<file path="src/rtl/motion_pkg.sv">
// Shared motion codes, direction indices and FSM state type for the motion scheduler.
// Pure definitions: no latency, no flow control.
package motion_pkg;

   typedef enum logic [1:0] {
      IDLE   = 2'd0,
      ARMED  = 2'd1,
      DELAY  = 2'd2,
      REPEAT = 2'd3
   } state_t;

   typedef logic [1:0] dir_t;

   localparam int NUM_DIR = 4;

   localparam int DIR_UP    = 0;
   localparam int DIR_RIGHT = 1;
   localparam int DIR_DOWN  = 2;
   localparam int DIR_LEFT  = 3;

   // Codes understood by the sprite position controller.
   localparam logic [2:0] MOT_NONE  = 3'd0;
   localparam logic [2:0] MOT_UP    = 3'd1;
   localparam logic [2:0] MOT_RIGHT = 3'd2;
   localparam logic [2:0] MOT_DOWN  = 3'd3;
   localparam logic [2:0] MOT_LEFT  = 3'd4;

   // Counter width able to hold 0..max_val-1, never narrower than one bit.
   function automatic int cnt_width(input int max_val);
      return (max_val <= 1) ? 1 : $clog2(max_val);
   endfunction

   // Round-robin pick: first requesting bit strictly after last, wrapping 3 -> 0.
   // Candidates are visited farthest-first so the nearest one wins.
   function automatic dir_t rr_pick(input logic [NUM_DIR-1:0] req, input dir_t last);
      dir_t pick;
      dir_t cand;
      pick = last;
      for (int i = NUM_DIR; i >= 1; i--) begin
         cand = last + dir_t'(i);
         if (req[cand]) pick = cand;
      end
      return pick;
   endfunction

   function automatic logic [2:0] dir_to_motion(input dir_t dir);
      return {1'b0, dir} + 3'd1;
   endfunction

endpackage

</file>
<file path="src/rtl/motion_scheduler_debouncer.sv">
// One button bit: 2-flop synchronizer plus a stability counter; stable output follows after 2+DEBOUNCE_CYC cycles.
// No flow control; the output simply tracks the filtered level.
module debouncer
   import motion_pkg::*;
#(
   parameter int DEBOUNCE_CYC = 250000
) (
   input  logic clk,
   input  logic reset,
   input  logic btn_raw,
   output logic stable
);

   localparam int CW = $clog2(DEBOUNCE_CYC + 1);
   // The count toggles the output on the cycle it would reach DEBOUNCE_CYC.
   localparam logic [CW-1:0] CNT_LAST = CW'(DEBOUNCE_CYC - 1);

   logic [1:0]    sync_q;
   logic [CW-1:0] cnt;

   always_ff @(posedge clk or negedge reset) begin
      if (!reset) begin
         sync_q <= 2'b00;
         cnt    <= '0;
         stable <= 1'b0;
      end else begin
         sync_q <= {sync_q[0], btn_raw};
         if (sync_q[1] == stable) begin
            cnt <= '0;
         end else if (cnt == CNT_LAST) begin
            stable <= ~stable;
            cnt    <= '0;
         end else begin
            cnt <= cnt + 1'b1;
         end
      end
   end

endmodule

</file>
<file path="src/rtl/motion_scheduler.sv">
// Debounced buttons -> round-robin, frame-paced, auto-repeating single-cycle motion codes.
// motion is registered one cycle after the triggering frame_start; no backpressure, one pulse per issue.
module motion_scheduler
   import motion_pkg::*;
#(
   parameter int DEBOUNCE_CYC = 250000,
   parameter int REPEAT_DELAY = 30,
   parameter int REPEAT_RATE  = 4
) (
   input  logic       clk,
   input  logic       reset,
   input  logic [3:0] btn,
   input  logic       frame_start,
   output logic [2:0] motion
);

   localparam int RMAX = (REPEAT_DELAY > REPEAT_RATE) ? REPEAT_DELAY : REPEAT_RATE;
   localparam int FW   = cnt_width(RMAX);
   localparam logic [FW-1:0] DELAY_LAST = FW'(REPEAT_DELAY - 1);
   localparam logic [FW-1:0] RATE_LAST  = FW'(REPEAT_RATE - 1);

   logic [NUM_DIR-1:0] stable;
   logic               held;
   state_t             state;
   state_t             state_nxt;
   logic [FW-1:0]      fcnt;
   logic [FW-1:0]      fcnt_nxt;
   dir_t               last_dir;
   dir_t               grant;
   logic               issue;

   for (genvar i = 0; i < NUM_DIR; i++) begin : g_deb
      debouncer #(
         .DEBOUNCE_CYC(DEBOUNCE_CYC)
      ) u_deb (
         .clk    (clk),
         .reset  (reset),
         .btn_raw(btn[i]),
         .stable (stable[i])
      );
   end

   assign held  = |stable;
   assign grant = rr_pick(stable, last_dir);

   always_ff @(posedge clk or negedge reset) begin
      if (!reset) begin
         state    <= IDLE;
         fcnt     <= '0;
         last_dir <= dir_t'(DIR_LEFT);
         motion   <= MOT_NONE;
      end else begin
         state  <= state_nxt;
         fcnt   <= fcnt_nxt;
         motion <= issue ? dir_to_motion(grant) : MOT_NONE;
         if (issue) last_dir <= grant;
      end
   end

   // Release wins over everything, including a coincident frame_start.
   always_comb begin
      state_nxt = state;
      if (!held) begin
         state_nxt = IDLE;
      end else begin
         case (state)
            IDLE:    state_nxt = ARMED;
            ARMED:   if (frame_start) state_nxt = DELAY;
            DELAY:   if (frame_start && fcnt == DELAY_LAST) state_nxt = REPEAT;
            default: state_nxt = state;
         endcase
      end
   end

   always_comb begin
      issue    = 1'b0;
      fcnt_nxt = fcnt;
      if (!held) begin
         fcnt_nxt = '0;
      end else if (frame_start) begin
         case (state)
            ARMED: begin
               issue    = 1'b1;
               fcnt_nxt = '0;
            end
            DELAY: begin
               if (fcnt == DELAY_LAST) begin
                  issue    = 1'b1;
                  fcnt_nxt = '0;
               end else begin
                  fcnt_nxt = fcnt + 1'b1;
               end
            end
            REPEAT: begin
               if (fcnt == RATE_LAST) begin
                  issue    = 1'b1;
                  fcnt_nxt = '0;
               end else begin
                  fcnt_nxt = fcnt + 1'b1;
               end
            end
            default: begin
               issue    = 1'b0;
               fcnt_nxt = fcnt;
            end
         endcase
      end
   end

endmodule

</file>
<file path="config.mk">
export PLATFORM = sky130hd
export DESIGN_NAME = motion_scheduler
export DESIGN_NICKNAME = d
export VERILOG_FILES = /design/src/rtl/motion_pkg.sv /design/src/rtl/motion_scheduler_debouncer.sv /design/src/rtl/motion_scheduler.sv
export SDC_FILE = /design/constraint.sdc
export NUM_CORES = 1
export LEC_CHECK = 0
export BUFFER_PORTS_ARGS = -buffer_cell sky130_fd_sc_hd__buf_2
export CAP_MARGIN = 10
export CORE_UTILIZATION = 62
export CTS_CLUSTER_SIZE = 16
export DETAILED_ROUTE_END_ITERATION = 16
export PLACE_DENSITY = 0.86
export SLEW_MARGIN = 20
export SYNTH_ARGS = -nofsm -noshare
export SYNTH_HDL_FRONTEND = slang
export SYNTH_SLANG_ARGS = --single-unit
</file>
<file path="constraint.sdc">
create_clock -name clk -period 2.6 [get_ports clk]
set_input_delay 0.52 -clock clk [delete_from_list [all_inputs] [get_ports clk]]
set_output_delay 0.52 -clock clk [all_outputs]
set_load 0.02 [all_outputs]
</file>
==> run_results.csv <==
group,metric,value,unit
timing,fin_worst_skew,0.00945,ns
pwr,ir_drop,0.427,mV
global_route,overflow,0,
placed_design,post-place-cells,582,
synth,async_flop_share,100,%
worst_setup_path,endpoint_kind,"flop",
final_layout,final_cells,598,
clocking,cts_hold_buf,0,
timing,fin_crit,2.06,ns
global_route,grt_pass1_wl,14700,um
global_route,grt_pass1_vias,3407,
route,drt_pass1_iterations,4,
clocking,htree_levels,3,
worst_setup_path,crit_type,"flop to flop",
global_route,grt_usage,24.1,%
placed_design,dpl.hpwl,5920,um
pwr,internal-power,2090,uW
final_layout,diodes,0,
floorplan,io_pins,10,
route,post_drt_wl_per_cell,14.4,um
route,drt_iter0_markers,152,
clocking,cts_resized,0,
synth,syn_nets,490,
synth,netlist_instances,471,
timing,tightest_slew,0.622,ns
floorplan,start_util,64.9,%
final_layout,drive_above_1_share,9.82,%
worst_setup_path,critPathMaxStageDelay,0.44,ns
global_route,grt_use_met1,29.8,%
route,num_vias,3477,
worst_setup_path,required,2.85,ns
timing,whs,0.172,ns
worst_setup_path,cp.arrival,2.31,ns
synth,yosys_warnings,0,
final_layout,finalNetCount,513,
global_route,grtUsageMet3,5.85,%
global_route,busiest_layer,"met2",
placed_design,gp_congestion,0.839,
timing,rsz0062_at_grt,"false",
timing,setup_viol,0,
worst_setup_path,path_max_fanout,6,
synth,synth.distinct_cells,41,
pwr,p_sw_share,21.6,%
clocking,cts_setup_buffers,0,
route,via_per_inst,5.81,
global_route,grt_use_met2,41.0,%
worst_setup_path,critical_path.cell_chain,"inv_1 -> ha_1 -> or3_1 -> a21oi_1 -> buf_4 -> o21a_1 -> o21ai_0",
synth,syn-mean-instance-area,10.1,um^2
synth,ys_seq_area_share,50.5,%
route,drt_wl_total,8620,um
synth,synth-edff-count,0,
clocking,cts_root_buf,"clkbuf_8",
timing,relSlewSlack,58.2,%
pwr,leakagePower,0.00210,uW
worst_setup_path,crit_path_start_kind,"flop",
worst_setup_path,cp_top_family,"compound AO/OA/AOI/OAI gates",
pwr,netSwitchingPower,577,uW
worst_hold_path,hp-class,"input pin to asynchronous set/reset pin",
timing,fmax,485,MHz
pwr,powerDensity,514,nW/um^2
timing,fin_setup_tns,0,ns
synth,yosysTopAreaCellShare,49.4,%
final_layout,syn2layout_area_growth,9.02,%
global_route,grt_max_degree,97,
timing,maxSlewViolCount,0,
floorplan,die_h,89.6,um
synth,synth_largest_area_cell,"dfrtp_1",
pwr,clkPwrFrac,39.0,%
clocking,insertion_delay,0.37,ns
floorplan,core,7330,um^2
timing,fin_crit_sh,79.3,%
run_status,outcome,"finished, final reports clean",
route,drc_errors,0,
floorplan,placementRows,31,
timing,setup_ws,0.537,ns
clocking,clkTransAtPathRegs,0.09,ns
synth,synth_most_common_cell,"dfrtp_1",
flow_run,cap_violations,0,
floorplan,die_x,89.6,um
timing,hold_viol_final,0,
synth,synth_common_cells,"94 x dfrtp_1, 77 x nor2_1, 45 x xnor2_1, 29 x nand2_1, 28 x nor4_1",
placed_design,port_buffers,9,
clocking,cts_buffers,9,
pwr,pwr-share-comb,3.6,%
clocking,cts.sinks,96,
global_route,antenna_found_initial,0,
pwr,p_seq_share,57.4,%
worst_setup_path,path_buf_inv,2,
synth,ys_seq_elements,96,
synth,synthTopCellsByArea,"dfrtp_1 49%, xnor2_1 8.3%, nor2_1 6.1%",
worst_setup_path,crit_path_top_delay_cell,"dfrtp_1",
floorplan,dieArea,8030,um^2
clocking,tritoncts,"yes",
placed_design,place_ws,0.553,ns
route,ant_nets,0,
synth,synthesis.area,4760,um^2
clocking,cts.path.max_buffers,2,
synth,synth_ff_type,"dfrtp_1",
power by group through the flow:
stage                     Clock, uW  Sequential, uW  Combinational [uW]
after floorplan                   0            1560                45.5
after global placement            0            1560                93.9
after detailed placement          0            1560                96.9
after CTS                      1070            1530                97.9
after global routing           1120            1540                 112
final                          1040            1530                94.7
final timing paths:
path | cells past startpoint | start | slack, ns | end
worst max register to register | 7 | state[0] | 0.54 | fcnt[3]
worst min register to register | 0 | g_deb[3].u_deb.sync_q[0] | 0.36 | g_deb[3].u_deb.sync_q[1]
min in group clk | 1 | btn[1] | 0.25 | g_deb[1].u_deb.sync_q[0]
max in group asynchronous | 2 | reset | 2.02 | last_dir[1]
worst max-delay path | 7 | state[0] | 0.54 | fcnt[3]
worst min-delay path | 2 | reset | 0.17 | g_deb[2].u_deb.cnt[11]
cell families (layout without fill, tap and decap cells):
group           count (synthesis)  after routing  share of synthesized area (%)
compound gates                 41             41                           6.49
fa+ha+maj                      12             12                           3.15
flops                          96             96                           50.5
xor+xnor                       59             59                           10.9
simple gates                  228            228                           24.6
buf+inv                        24             52                           1.89
mux                            11             11                           2.50
layer usage:
| layer | share of wire (%) | vias up |
|---|---|---|
| met4 | 1.7 | 0 |
| met2 | 50 | 48 |
| met1 | 46 | 1694 |
| li1 | - | 1719 |
| met5 | 0 | - |
| met3 | 2.9 | 16 |
flip-flops by register name (all words and copies together) (netlist names):
name and flops:
fcnt 5, g_deb.u_deb.cnt 72, g_deb.u_deb.stable 4, g_deb.u_deb.sync_q 8, last_dir 2, motion 3
state 2
placed cells by master (no fill, tap or decap), types with 3 or more instances in the layout:
cell / netlist / final
a21oi_1: 12 / 12
buf_2: 0 / 8
buf_4: 0 / 7
clkbuf_1: 4 / 4
clkbuf_8: 0 / 9
dfrtp_1: 94 / 94
ha_1: 12 / 12
inv_1: 20 / 20
mux2_2: 7 / 7
mux2i_1: 4 / 4
nand2_1: 29 / 29
nand2b_1: 3 / 3
nand3_1: 25 / 25
nand4_1: 19 / 19
nor2_1: 77 / 77
nor2b_1: 3 / 3
nor3_1: 15 / 15
nor4_1: 28 / 28
nor4b_1: 4 / 4
o21ai_0: 9 / 9
o31ai_1: 7 / 7
o41ai_2: 3 / 3
or2_2: 5 / 5
or3_1: 3 / 3
or4_1: 7 / 7
xnor2_1: 45 / 45
xor2_1: 14 / 14
per-stage QoR:
| step | area [um^2] | util [%] | total power [uW] |
|---|---|---|---|
| after CTS | 5190 | 70.8 | 2700 |
| after global routing | 5190 | 70.8 | 2770 |
| after floorplan | 4760 | - | 1600 |
| after detailed placement | 4980 | 67.9 | 1660 |
| final | 5190 | 70.8 | 2670 |
| after global placement | 4980 | 67.9 | 1650 |
final cells by class:
type | count | area, um^2
clock buffer | 13 | 139
clock inverter | 3 | 68.8
fill | 548 | 2140
inverter | 20 | 75.1
multi-input combinational | 351 | 2260
sequential | 96 | 2400
tap | 99 | 124
timing repair buffer | 16 | 113
Note: power is estimated with default switching activity, not from simulation.
